<file path="config.mk">
export PLATFORM = sky130hd
export DESIGN_NAME = mem_bus_arbiter
export DESIGN_NICKNAME = d
export VERILOG_FILES = /design/src/rtl/mem_bus_arbiter.sv
export SDC_FILE = /design/constraint.sdc
export NUM_CORES = 1
export LEC_CHECK = 0
export BUFFER_PORTS_ARGS = -buffer_cell sky130_fd_sc_hd__buf_2
export CAP_MARGIN = 20
export CORE_ASPECT_RATIO = 0.75
export CORE_MARGIN = 2
export CORE_UTILIZATION = 35
export DETAILED_ROUTE_END_ITERATION = 6
export PLACE_DENSITY_LB_ADDON = 0.12
export RECOVER_POWER = 25
export SYNTH_ARGS = -nofsm -noshare
export SYNTH_HDL_FRONTEND = slang
export SYNTH_SLANG_ARGS = --single-unit
</file>
<file path="constraint.sdc">
create_clock -name clock -period 1.97 [get_ports clock]
set_input_delay 0.197 -clock clock [delete_from_list [all_inputs] [get_ports clock]]
set_output_delay 0.197 -clock clock [all_outputs]
set_load 0.005 [all_outputs]
</file>
<file path="src/rtl/mem_bus_arbiter.sv">
// Shares the single memory bus between the CPU controlpath and a debug/loader port.
// Each access holds the bus for WAIT_STATES+1 cycles; contention alternates between owners.
module mem_bus_arbiter #(
    parameter int WAIT_STATES = 1,
    parameter int AW          = 16,
    parameter int DW          = 16
) (
    input  logic          clock,
    input  logic          reset,
    input  logic          cpu_req,
    input  logic          cpu_we,
    input  logic [AW-1:0] cpu_addr,
    input  logic [DW-1:0] cpu_wdata,
    output logic [DW-1:0] cpu_rdata,
    output logic          cpu_stall,
    input  logic          dbg_req,
    input  logic          dbg_we,
    input  logic [AW-1:0] dbg_addr,
    input  logic [DW-1:0] dbg_wdata,
    output logic [DW-1:0] dbg_rdata,
    output logic          dbg_ack,
    output logic [AW-1:0] mem_addr,
    output logic          mem_re,
    output logic          mem_we,
    output logic [DW-1:0] mem_wdata,
    input  logic [DW-1:0] mem_rdata
);

    typedef enum logic [1:0] {
        IDLE   = 2'd0,
        ACCESS = 2'd1,
        DONE   = 2'd2
    } state_t;

    localparam logic       OWN_CPU = 1'b0;
    localparam logic       OWN_DBG = 1'b1;
    localparam logic [3:0] WS_INIT = 4'(WAIT_STATES);

    state_t        state_q, state_d;
    logic          owner_q, owner_d;
    logic          last_owner_q, last_owner_d;
    logic          we_q, we_d;
    logic [AW-1:0] addr_q, addr_d;
    logic [DW-1:0] wdata_q, wdata_d;
    logic [3:0]    cnt_q, cnt_d;
    logic [DW-1:0] cpu_rdata_q, cpu_rdata_d;
    logic [DW-1:0] dbg_rdata_q, dbg_rdata_d;
    logic          grant_dbg;

    // DBG wins when it asks alone, or when both ask and the CPU had the bus last.
    assign grant_dbg = dbg_req & (~cpu_req | (last_owner_q == OWN_CPU));

    always_comb begin
        state_d      = state_q;
        owner_d      = owner_q;
        last_owner_d = last_owner_q;
        we_d         = we_q;
        addr_d       = addr_q;
        wdata_d      = wdata_q;
        cnt_d        = cnt_q;
        cpu_rdata_d  = cpu_rdata_q;
        dbg_rdata_d  = dbg_rdata_q;

        case (state_q)
            IDLE: begin
                if (cpu_req || dbg_req) begin
                    cnt_d   = WS_INIT;
                    state_d = ACCESS;
                    if (grant_dbg) begin
                        owner_d = OWN_DBG;
                        we_d    = dbg_we;
                        addr_d  = dbg_addr;
                        wdata_d = dbg_wdata;
                    end else begin
                        owner_d = OWN_CPU;
                        we_d    = cpu_we;
                        addr_d  = cpu_addr;
                        wdata_d = cpu_wdata;
                    end
                end
            end
            ACCESS: begin
                if (cnt_q != 4'd0) begin
                    cnt_d = cnt_q - 4'd1;
                end else begin
                    // Read data is captured even if the requester has since withdrawn.
                    if (!we_q) begin
                        if (owner_q == OWN_DBG) begin
                            dbg_rdata_d = mem_rdata;
                        end else begin
                            cpu_rdata_d = mem_rdata;
                        end
                    end
                    last_owner_d = owner_q;
                    state_d      = DONE;
                end
            end
            DONE: begin
                state_d = IDLE;
            end
            default: begin
                state_d = IDLE;
            end
        endcase
    end

    always_ff @(posedge clock) begin
        if (reset) begin
            state_q      <= IDLE;
            owner_q      <= OWN_CPU;
            last_owner_q <= OWN_DBG;
            we_q         <= 1'b0;
            addr_q       <= '0;
            wdata_q      <= '0;
            cnt_q        <= 4'd0;
            cpu_rdata_q  <= '0;
            dbg_rdata_q  <= '0;
        end else begin
            state_q      <= state_d;
            owner_q      <= owner_d;
            last_owner_q <= last_owner_d;
            we_q         <= we_d;
            addr_q       <= addr_d;
            wdata_q      <= wdata_d;
            cnt_q        <= cnt_d;
            cpu_rdata_q  <= cpu_rdata_d;
            dbg_rdata_q  <= dbg_rdata_d;
        end
    end

    assign mem_addr  = addr_q;
    assign mem_wdata = wdata_q;
    assign mem_re    = (state_q == ACCESS) & ~we_q;
    assign mem_we    = (state_q == ACCESS) & we_q;
    assign cpu_rdata = cpu_rdata_q;
    assign dbg_rdata = dbg_rdata_q;
    assign dbg_ack   = (state_q == DONE) & (owner_q == OWN_DBG);
    // Stall covers the request cycle itself and releases only in the CPU's DONE cycle.
    assign cpu_stall = cpu_req & ~((state_q == DONE) & (owner_q == OWN_CPU));

endmodule

</file>
==> results summary <==
The leftover overflow at the end of global routing is 0. The slack of the worst reg-to-reg path is 280 ps. For this design the static power due to leakage is 1.83 nW. The category of the most critical setup path is flip-flop to primary output. Setup violations remaining at the end of the flow were counted as 0. The post-layout minimum cycle time came out at 1790 ps. Timing would allow up to 0.559 GHz. The synthesized net count is 403.

In the final layout, the share of cells above drive strength 1 is 39.6%. The top-area cell type share of the netlist area is 45.5%. In the layout the commonest cells are 140 x buf_2, 73 x dfxtp_1, 34 x a21oi_1. The setup slack after layout is 183 ps. The height of the chip came out at 87.0 um. The clock buffer count from CTS came out at 9. The class of the tightest hold or removal check is input pin to flip-flop. The die width came out at 115 um. The via count of the first global-routing pass is 2698. The max-cap violation count came out at 0. The number of buffers inserted by port buffering is 153. Of all flip-flops after synthesis, the portion carrying an async set or reset was 0%.

The via count came out at 3002. The die covers 9970 sq um. The number of cells traversed by the worst register-to-register path came out at 4. 154 I/O pins were placed.

After clock tree synthesis, the clock-pin slew on the worst setup and hold paths is 60 ps. The end-of-flow core utilization came out at 48.1%. The number of instances resized during post-cts repair came out at 0. The maximum clock insertion buffer count came out at 2. The total wirelength of the detailed-routed design is 8780 um. The final standard cell count with taps included and fillers excluded came out at 572. The run finished with clean final reports.

The worst hold path passes through 2 cells. The required time of the critical path came out at 1770 ps. Summing the sequential cell areas from Yosys gives 45.5% of the chip area. The largest fanout of any net on the critical path is 33. The placed instance count came out at 556.

The transition time at the pin with the least slew margin is 520 ps. The maximum number of pins on one net before global-route repair came out at 36. The endpoint identified for the worst register-to-register timing path is dbg_rdata[0]. The count of different cell masters after synthesis came out at 35.

The final hold violation count came out at 0. The yosys synthesis warning count came out at 0. By area the synthesized netlist is led by dfxtp_1 45%, mux2i_1 10%, o2bb2ai_1 9.0%. Setup repair after global routing left no endpoint under its margin.

TritonCTS built the clock tree. The synthesis-stage register bit count came out at 73. The count of buffers added by post-CTS timing repair for setup is 0. Using the TritonRoute via totals, the vias-per-cell ratio works out to 5.25. The number of nets in the finished design is 543. The H-tree was split into 3 levels. The most common cell after layout, fill and taps aside is buf_2. The maximum vdd ir drop is 0.412 mV.

The count of hold buffers inserted by post-cts repair came out at 0. The tree is rooted in a clkbuf_16. The mean area per synthesized cell is 10.2 sq um. The dominant synthesized flop cell is dfxtp_1. The clock drives 73 sinks. The first global-routing pass estimated 13400 um of wire. The starting utilization of the core area is 35.8%. The number of max-slew violations in the final report came out at 0. The startpoint identified for the worst register-to-register timing path is state_q[0]. The origin of the worst min-delay path is reset. The number of antenna violations at the first check in global routing is 0.

For hold timing, the worst endpoint is state_q[1]. The area growth from synthesis to layout is 34.4%. The count of antenna-violating nets left after detailed routing is 0. The final-layout setup total negative slack is 0 ps. After floorplanning, the core was divided into 30 placement rows. The number of inserted diodes is 0. The startpoint class of the critical path is a flip-flop. The placed wire-length estimate came out at 6130 um. The mapped cell area is 3210 sq um. For the worst-skew pair, the clock arrives at the later sink with an insertion delay of 330 ps.

The largest clock skew in the final design came out at 7.00 ps. For this run, the detailed router's first-pass iteration total came to 4. The aggregate global-route resource usage came out at 16.9%. Summed over all instances, the cell type with the most area after synthesis is dfxtp_1. At the worst endpoint, the arrival time is 1590 ps. The global placer's final weighted congestion came out at 0.800. The average routed wire per standard cell came out at 15.3 um. The final cycle utilization of the critical path is 90.7%. The setup slack after placement is 308 ps. Synthesis handed over a netlist of 315 instances. The first-iteration detailed-routing DRC count is 264.

The headroom to the max-slew limit came out at 65.2%. In this run the power density over the cells is 930 nW/um^2. The final routed DRC violation total is 0. The final total power is 0.00402 W. The placeable core region is 8970 sq um.

The number of enable flip-flop cells after synthesis came out at 0. The worst setup path is captured at a primary output.
-- per-stage QoR --
stage	cell area, sq um	hold WS (ps)
finish	4320	129
global route	4320	128
CTS	4340	115
detailed placement	4060	441
global placement	4060	441
floorplan	3210	333
-- report_power, final --
| part | switching [W] | internal (W) | total (W) |
|---|---|---|---|
| Clock | 0.000587 | 0.000915 | 0.00150 |
| Sequential | 0.0000715 | 0.00161 | 0.00168 |
| Combinational | 0.000501 | 0.000340 | 0.000841 |
| Total | 0.00116 | 0.00286 | 0.00402 |
-- layout make-up --
cell class                      instances  area [sq um]
Fill cell                             879          4650
Multi-Input combinational cell        199          1530
Sequential cell                        73          1460
Timing Repair Buffer                  165           877
Clock buffer                           13           260
Tap cell                              112           140
Inverter                                7          31.3
Clock inverter                          3          15.0
-- synth_stat cells (2+ instances only) --
library cell and number:
dfxtp_1 73, a21oi_1 34, mux2i_1 33, o2bb2ai_1 33, nand4_1 32, o31ai_1 23
clkbuf_1 14, buf_2 13, o31ai_2 10, buf_6 7, inv_1 5, nor2_1 4
a21boi_0 3, o21ai_0 3, buf_1 2, ha_1 2, nor3_1 2, or2_2 2
or3_1 2, or3b_1 2, or4_1 2
-- registers in the layout, summed over array words and instances, names as in the netlist --
| signal | cells |
|---|---|
| last_owner_q | 1 |
| we_q | 1 |
| cnt_q | 4 |
| mem_wdata | 16 |
| mem_addr | 16 |
| owner_q | 1 |
| cpu_rdata | 16 |
| state_q | 2 |
| dbg_rdata | 16 |
-- kinds of logic after synthesis --
family | after synthesis | share of synthesized area [%]
multiplexers | 33 | 10.3
AO/OA/AOI/OAI | 112 | 26.3
flip-flops | 73 | 45.5
buffers and inverters | 43 | 7.32
AND/OR/NAND/NOR | 52 | 9.89
adder cells (fa/ha/maj) | 2 | 0.778
-- critical path, cell delays in order, from the launching register on --
cell and delay [ps]:
dfxtp_1 420, or3b_1 450, inv_6 230, buf_2 160
-- layer usage --
metal	share of wire (%)	GRT usage (%)
met3	4.6	5.36
met1	48	23.6
met4	0.85	4.99
met5	0	0
met2	46	25.1
-- how the worst max path moves through the flow --
stage / start / to / slack (ps) / cells past startpoint
after global routing: state_q[0] / mem_re / 100 / 3
after detailed placement: cnt_q[0] / dbg_rdata[0] / 310 / 6
after floorplan: cnt_q[0] / dbg_rdata[10] / 340 / 7
after global placement: state_q[0] / cpu_rdata[15] / 360 / 4
final: state_q[0] / mem_re / 180 / 3
after CTS: state_q[0] / mem_re / 180 / 3
Note: power is estimated with default switching activity, not from simulation.
